[config.mk]
export PLATFORM = sky130hd
export DESIGN_NAME = if_id_fetch_stage
export DESIGN_NICKNAME = d
export VERILOG_FILES = /design/src/rtl/if_id_fetch_stage.sv
export SDC_FILE = /design/constraint.sdc
export NUM_CORES = 1
export LEC_CHECK = 0
export CORE_MARGIN = 1
export CORE_UTILIZATION = 47
export CTS_BUF_LIST = sky130_fd_sc_hd__clkbuf_4 sky130_fd_sc_hd__clkbuf_8
export DETAILED_ROUTE_END_ITERATION = 12
export GPL_TIMING_DRIVEN = 0
export PLACE_DENSITY = 0.79
export SETUP_SLACK_MARGIN = 0.4
export SYNTH_ARGS = -nofsm -noshare
export SYNTH_HDL_FRONTEND = slang
export SYNTH_SLANG_ARGS = --single-unit
export TNS_END_PERCENT = 50
[constraint.sdc]
create_clock -name clk -period 5.1 [get_ports clk]
set_input_delay 0.51 -clock clk [delete_from_list [all_inputs] [get_ports clk]]
set_output_delay 0.51 -clock clk [all_outputs]
set_load 0.01 [all_outputs]
[src/rtl/if_id_fetch_stage.sv]
`timescale 1ns/1ps
// ---------------------------------------------------------------------------
// if_id_fetch_stage
//
// Glue between the IF stage (PC register + next-PC mux) and decode. Issues
// instruction-memory reads at the current PC, waits for the response, and
// latches {pc, instr, valid} into the IF/ID pipeline register. load_pc tells
// IF when to advance. One fetched instruction can be parked in a skid slot
// while decode stalls. A flush squashes buffered or in-flight fetches.
//
// Ports:
//   clk, rst           clock, asynchronous active-high reset
//   pc_in              current PC from IF
//   load_pc            advance/load the IF PC register this cycle
//   imem_read          read request, held until imem_resp
//   imem_address       read address, frozen while a request is outstanding
//   imem_resp          one-cycle response strobe
//   imem_rdata         fetched instruction, valid with imem_resp
//   stall              decode cannot take the IF/ID contents this cycle
//   flush              redirect; IF loads a new target this cycle
//   id_valid           IF/ID register holds a live instruction
//   id_pc, id_instr    IF/ID register contents
// ---------------------------------------------------------------------------
module if_id_fetch_stage #(
    parameter int              XLEN      = 32,
    parameter logic [XLEN-1:0] NOP_INSTR = XLEN'(32'h00000013)
) (
    input  logic            clk,
    input  logic            rst,
    input  logic [XLEN-1:0] pc_in,
    output logic            load_pc,
    output logic            imem_read,
    output logic [XLEN-1:0] imem_address,
    input  logic            imem_resp,
    input  logic [XLEN-1:0] imem_rdata,
    input  logic            stall,
    input  logic            flush,
    output logic            id_valid,
    output logic [XLEN-1:0] id_pc,
    output logic [XLEN-1:0] id_instr
);

    typedef enum logic [1:0] {
        FETCH,
        HOLD,
        SQUASH
    } state_t;

    state_t          state_q, state_d;
    logic            id_valid_q, id_valid_d;
    logic [XLEN-1:0] id_pc_q, id_pc_d;
    logic [XLEN-1:0] id_instr_q, id_instr_d;
    logic [XLEN-1:0] skid_pc_q, skid_pc_d;
    logic [XLEN-1:0] skid_instr_q, skid_instr_d;
    logic [XLEN-1:0] req_addr_q, req_addr_d;
    logic            imem_read_c;
    logic            load_pc_c;
    logic            accept;

    // The IF/ID register can take new data when it is empty or decode is
    // consuming its current contents this cycle.
    assign accept = ~id_valid_q | ~stall;

    // Next-state and request logic. Flush always wins over stall and over
    // any capture, so a flush cycle never writes valid data into IF/ID.
    always_comb begin
        state_d      = state_q;
        id_valid_d   = id_valid_q;
        id_pc_d      = id_pc_q;
        id_instr_d   = id_instr_q;
        skid_pc_d    = skid_pc_q;
        skid_instr_d = skid_instr_q;
        req_addr_d   = req_addr_q;
        imem_read_c  = 1'b0;
        load_pc_c    = 1'b0;
        imem_address = req_addr_q;

        case (state_q)
            FETCH: begin
                imem_read_c  = 1'b1;
                imem_address = pc_in;
                req_addr_d   = pc_in;
                if (imem_resp) begin
                    load_pc_c = 1'b1;
                    if (flush) begin
                        id_valid_d = 1'b0;
                        id_instr_d = NOP_INSTR;
                    end else if (accept) begin
                        id_valid_d = 1'b1;
                        id_pc_d    = pc_in;
                        id_instr_d = imem_rdata;
                    end else begin
                        skid_pc_d    = pc_in;
                        skid_instr_d = imem_rdata;
                        state_d      = HOLD;
                    end
                end else if (flush) begin
                    // The request already went out at the old PC; its
                    // response must be swallowed before fetching the target.
                    load_pc_c  = 1'b1;
                    id_valid_d = 1'b0;
                    id_instr_d = NOP_INSTR;
                    state_d    = SQUASH;
                end else if (id_valid_q && !stall) begin
                    id_valid_d = 1'b0;
                end
            end

            HOLD: begin
                load_pc_c = flush;
                if (flush) begin
                    id_valid_d = 1'b0;
                    id_instr_d = NOP_INSTR;
                    state_d    = FETCH;
                end else if (!stall) begin
                    id_valid_d = 1'b1;
                    id_pc_d    = skid_pc_q;
                    id_instr_d = skid_instr_q;
                    state_d    = FETCH;
                end
            end

            SQUASH: begin
                imem_read_c  = 1'b1;
                imem_address = req_addr_q;
                load_pc_c    = flush;
                id_valid_d   = 1'b0;
                if (flush) begin
                    id_instr_d = NOP_INSTR;
                end
                if (imem_resp) begin
                    state_d = FETCH;
                end
            end

            default: begin
                state_d = FETCH;
            end
        endcase
    end

    // Pipeline register, skid slot and request-address flops.
    always_ff @(posedge clk or posedge rst) begin
        if (rst) begin
            state_q      <= FETCH;
            id_valid_q   <= 1'b0;
            id_pc_q      <= '0;
            id_instr_q   <= NOP_INSTR;
            skid_pc_q    <= '0;
            skid_instr_q <= '0;
            req_addr_q   <= '0;
        end else begin
            state_q      <= state_d;
            id_valid_q   <= id_valid_d;
            id_pc_q      <= id_pc_d;
            id_instr_q   <= id_instr_d;
            skid_pc_q    <= skid_pc_d;
            skid_instr_q <= skid_instr_d;
            req_addr_q   <= req_addr_d;
        end
    end

    // Requests and PC loads are suppressed for as long as reset is asserted.
    assign imem_read = imem_read_c & ~rst;
    assign load_pc   = load_pc_c & ~rst;
    assign id_valid  = id_valid_q;
    assign id_pc     = id_pc_q;
    assign id_instr  = id_instr_q;

endmodule

==> reports/results.txt, run 1 <==
Max-Cap Viols - 0
# IOs - 168
gr ovfl total - 0
Post-synth EDFFs - 0
# diodes - 0
library cells used by synthesis - 41
number of port buffers - 167
post-synthesis sequential area ratio - 0.5602
Bufs on Longest Clock Path - 2
die height - 126.5 um
Filler Cell Count - 1122
initial antenna violation count - 0
total track usage - 0.2166
TritonCTS clock tree - done
highest achievable clock rate - 286.0 MHz
# setup viols final - 0
CP Capture Type - output port
vias in the first global route - 5212
first-pass iteration count of the detailed router - 5
CP bufs+invs - 4
Critical Path Fanout Max - 10
Leak - 4.012 nW
area growth from synthesis to layout - 32.72%
Routed Antenna Nets - 0
syn avg cell area - 15.03 sq um
Die ar. - 16010 sq um
period utilization - 0.6855
post_cts resized - 0
commonest non-fill, non-tap cell in the layout - clkdlybuf4s50_1
status - finished, final reports clean
WP data required - 4.59 ns
Site Rows - 45
Tmin final - 3.496 ns
final hold violation count - 0
routability cong. - 0.7985
worst path arrival time - 2.99 ns
Yosys warnings - 0
crit-path max cell delay - 0.62 ns
initial core utilization - 0.4812
CP startpoint kind - flop
die span in x - 126.5 um
TritonCTS buffer count - 17
Max VDD drop - 0.3323 mV
Max Slew Vio Count - 0
Final Skew - 0.01447 ns
critical path type - reg -> out
global-route wire length before repair - 26.97 mm
post-synthesis instance total - 485
share of cells above drive strength 1 - 0.3387
Post-CTS Hold Fix Bufs - 0
clk_lat worst skew - 0.46 ns
Post-Syn Area - 7288 sq um
layout net count - 750
syn_nets - 560
commonest cells after routing, fill and taps aside - clkdlybuf4s50_1, dfrtp_1, mux2_2
CTS clk-pin slew, worst paths - 0.09 ns
actual slew at the worst max-slew pin - 0.5998 ns
clk root buf - clkbuf_8
RSZ-0062 raised after global routing - false
ys async rst share - 1.000
drt total wl - 16.38 mm
CP max stage cell - clkdlybuf4s50_1
drt wl/cell - 18.70 um
H-tree lvl count - 4
CTS Sinks - 163
pwr/cell area - 594.2 nW/um^2
relative slew slack - 0.6001
DR DRC count - 0
Post-DP HPWL - 11.98 mm
Post-DP Area - 9279 sq um
ys flop type - dfrtp_1
family with the most delay on the worst path - buffers and inverters
setup_tns - 0 ns
Seq cells post-synth - 163
core area - 15150 sq um
drt first-iter violations - 227
Post-CTS Setup Repair Bufs - 0
Hold Path Class - reg -> reg
largest net degree at the start of global routing - 39
final instance area - 9673 sq um
via-per-instance ratio - 5.414
crit-path cells - inv_1 > ha_1 > buf_2 > buf_1 > o21ai_0 > a211oi_1 > clkdlybuf4s50_1
final hold slack - 0.4880 ns
vias - 4743
[per-stage QoR]
stage | worst slack [ns] | utilization | instances | total power, mW
after global routing | 1.309 | 0.6387 | 876 | 6.094
after floorplan | 2.522 | - | 485 | 3.696
final | 1.604 | 0.6387 | 876 | 5.748
after global placement | 1.240 | 0.6074 | 840 | 4.718
after CTS | 1.560 | 0.6387 | 876 | 5.805
after detailed placement | 1.869 | 0.6126 | 844 | 4.844
[synthesized netlist by cell type (3+ instances only)]
master,n,area share
a211oi_1,3,0.0031
a21oi_1,3,0.0021
a22oi_1,29,0.030
a31oi_1,3,0.0026
buf_1,4,0.0021
buf_2,13,0.0089
buf_4,7,0.0072
buf_6,4,0.0062
clkbuf_1,6,0.0031
dfrtp_1,160,0.55
dfstp_2,3,0.011
ha_1,6,0.010
inv_1,4,0.0021
mux2_1,18,0.028
mux2_2,144,0.22
nand2_1,4,0.0021
nor2_1,5,0.0026
nor2b_1,3,0.0026
nor3_1,5,0.0034
o21ai_0,9,0.0062
o22a_1,4,0.0048
o2bb2ai_1,8,0.0096
o2bb2ai_2,10,0.021
o2bb2ai_4,10,0.038
[state kept, by name, summed over array words and instances (netlist names)]
register and cells:
req_addr_q 32, state_q 2, skid_pc_q 32, skid_instr_q 32
id_instr 32, id_valid 1, id_pc 32
[report_power, final]
group | leakage, nW | total, mW | internal [mW] | switching [mW]
Combinational | 1.79 | 2.60 | 1.49 | 1.11
Sequential | 2.03 | 2.21 | 1.90 | 0.309
Clock | 0.195 | 0.940 | 0.446 | 0.494
[final timing paths]
path,end,startpoint,slack (ns),cells after the start
worst max-delay path,load_pc,state_q[0]$_DFFE_PP0P_,1.60,7
worst min-delay path,skid_pc_q[9]$_DFFE_PP0P_,skid_pc_q[9]$_DFFE_PP0P_,0.49,1
worst max register to register,id_instr[18]$_DFFE_PP0P_,state_q[0]$_DFFE_PP0P_,2.68,8
worst min register to register,skid_pc_q[9]$_DFFE_PP0P_,skid_pc_q[9]$_DFFE_PP0P_,0.49,1
max in group asynchronous,id_instr[4]$_DFFE_PP1P_,rst,3.66,4
min in group asynchronous,state_q[1]$_DFFE_PP0P_,rst,0.53,2
[worst reg2reg max path: stages, from the launching register on]
cell and delay [ns]:
dfrtp_1 0.44, inv_1 0.13, ha_1 0.35, buf_2 0.24, and2_1 0.15, buf_2 0.23, buf_1 0.42, a22oi_1 0.22
o2bb2ai_4 0.18
[cell families after synthesis]
kind of cell / after synthesis / share of synthesized area
mux: 162 / 0.2503
buf+inv: 39 / 0.03159
fa+ha+maj: 6 / 0.01030
simple gates: 30 / 0.02352
compound gates: 85 / 0.1241
flops: 163 / 0.5602
[metal layers]
layer  vias to the layer above  global-route usage  wire length, um
li1                       2168                   -                -
met1                      2411              0.2696             7200
met2                       149              0.3510             7718
met3                        15             0.08520             1291
met4                         0             0.06024              172
met5                         -                   0                0
[cell type report]
class,count,area [sq um],share of cell area
Sequential cell,163,4083,0.4221
Multi-Input combinational cell,283,2975,0.3076
Timing Repair Buffer,171,1752,0.1811
Clock buffer,18,241.5,0.02496
Tap cell,188,235.2,0.02432
Buffer,35,215.2,0.02225
Clock inverter,14,152.6,0.01578
Inverter,4,18.77,0.001940
Note: power is estimated with default switching activity, not from simulation.
==> run 2: changes to the inputs <==
==> constraint.sdc (replaced) <==
create_clock -name clk -period 2.9 [get_ports clk]
set_input_delay 0.29 -clock clk [delete_from_list [all_inputs] [get_ports clk]]
set_output_delay 0.29 -clock clk [all_outputs]
set_load 0.01 [all_outputs]
==> reports/results.txt, run 2 (synthesis results as in run 1) <==
status - finished, final reports clean
Worst R2R Setup Slack - 0.63 ns
Crit Reg-Reg Startpoint - state_q[1]$_DFFE_PP0P_
actual slew at the worst max-slew pin - 0.6001 ns
CTS Sinks - 163
routability cong. - 0.7985
period utilization - 0.8794
layout net count - 754
Post-CTS Hold Fix Bufs - 0
met3 Use GR - 0.08520
final instance area - 9746 sq um
pwr/cell area - 1038 nW/um^2
area growth from synthesis to layout - 33.72%
multi-input logic area - 2975 sq um
critical path type - reg -> out
total track usage - 0.2175
CP max stage cell - clkdlybuf4s50_1
gr ovfl total - 0
setup_tns - 0 ns
die span in x - 126.5 um
final hold violation count - 0
Tmin final - 2.550 ns
relative slew slack - 0.5999
crit path setup slack, layout - 0.3497 ns
Site Rows - 45
global-route wire length before repair - 27.05 mm
crit-path cells - inv_2 > ha_1 > buf_6 > buf_4 > mux2_2 > clkdlybuf4s50_1
Critical Path Fanout Max - 7
Final Skew - 0.01383 ns
most used routing layer - met2
clk_lat worst skew - 0.45 ns
H-tree lvl count - 4
pre-CTS setup slack - 0.1095 ns
initial core utilization - 0.4812
Crit Reg-Reg Endpoint - id_instr[18]$_DFFE_PP0P_
DR DRC count - 0
crit-path max cell delay - 0.48 ns
largest net degree at the start of global routing - 39
Switching Power - 3.386 mW
r2r worst-path depth - 8
Die ar. - 16010 sq um
commonest cells after routing, fill and taps aside - dfrtp_1, mux2_2, clkdlybuf4s50_1
CTS clk-pin slew, worst paths - 0.09 ns
Max Slew Vio Count - 0
die height - 126.5 um
Hold Path Class - in -> async
TritonCTS clock tree - done
total power - 10.11 mW
final hold slack - 0.3073 ns
first-pass iteration count of the detailed router - 5
Int Pwr - 6.726 mW
Reg power frac - 0.384
highest achievable clock rate - 392.1 MHz
drt wl/cell - 18.72 um
# IOs - 168
Routed Antenna Nets - 0
Max VDD drop - 0.5510 mV
Post-Layout Cell Count - 880
combinational power share - 0.453
Critical Path Start - state_q[1]$_DFFE_PP0P_
CP startpoint kind - flop
vias in the first global route - 5231
Max-Cap Viols - 0
vias - 4738
worst path arrival time - 2.26 ns
Global Route met1 Usage - 0.2705
clock network fraction of design power - 0.163
Filler Cell Count - 1127
initial antenna violation count - 0
Post-DP Area - 9279 sq um
final core utilization - 0.6435
CP bufs+invs - 4
Worst setup endpoint - imem_address[2]
grt met2 use - 0.3526
core area - 15150 sq um
Stages on worst setup path - 6
sw frac - 0.3348
drt first-iter violations - 227
number of port buffers - 167
commonest non-fill, non-tap cell in the layout - dfrtp_1
dpl cells - 844
via-per-instance ratio - 5.384
flip-flop and latch area - 4083 sq um
TritonCTS buffer count - 17
RSZ-0062 raised after global routing - true
clk root buf - clkbuf_8
family with the most delay on the worst path - buffers and inverters
Leak - 4.186 nW
Post-DP HPWL - 11.98 mm
share of cells above drive strength 1 - 0.3526
Bufs on Longest Clock Path - 2
# diodes - 0
drt total wl - 16.47 mm
CP Capture Type - output port
WP data required - 2.61 ns
# setup viols final - 0
[run 2: what timing repair did]
action,4_1_cts,5_1_grt
gates resized for setup,31,18
setup endpoints to repair,34,27
pin swaps,0,0
setup buffers,3,1
[run 2: final cells by class]
cell class,instances,area share
timing repair buffer,175,0.1833
clock inverter,14,0.01566
clock buffer,18,0.02478
tap,188,0.02414
sequential,163,0.4189
buffer,35,0.02593
multi-input combinational,283,0.3053
inverter,4,0.001926
[run 2: power by group through the flow]
stage	registers (mW)	logic (mW)	clock network (mW)
after floorplan	3.96	2.54	0
after global placement	3.85	4.45	0
after detailed placement	3.93	4.59	0
after CTS	3.88	4.63	1.70
after global routing	4.01	4.92	1.79
final	3.88	4.58	1.65
[run 2: how the worst min path moves through the flow]
stage | start | endpoint | depth (start not counted)
final | rst | state_q[1]$_DFFE_PP0P_ | 2
after detailed placement | skid_pc_q[9]$_DFFE_PP0P_ | skid_pc_q[9]$_DFFE_PP0P_ | 1
after global routing | rst | state_q[1]$_DFFE_PP0P_ | 2
after CTS | rst | state_q[1]$_DFFE_PP0P_ | 2
after floorplan | imem_rdata[0] | skid_instr_q[0]$_DFFE_PP0P_ | 1
after global placement | skid_pc_q[3]$_DFFE_PP0P_ | skid_pc_q[3]$_DFFE_PP0P_ | 1
[run 2: metal layers]
layer	vias up	routed length, um	part of all wire
met4	0	167	0.010
met2	152	7838	0.48
met3	16	1307	0.079
li1	2180	-	-
met1	2390	7158	0.43
met5	-	0	0
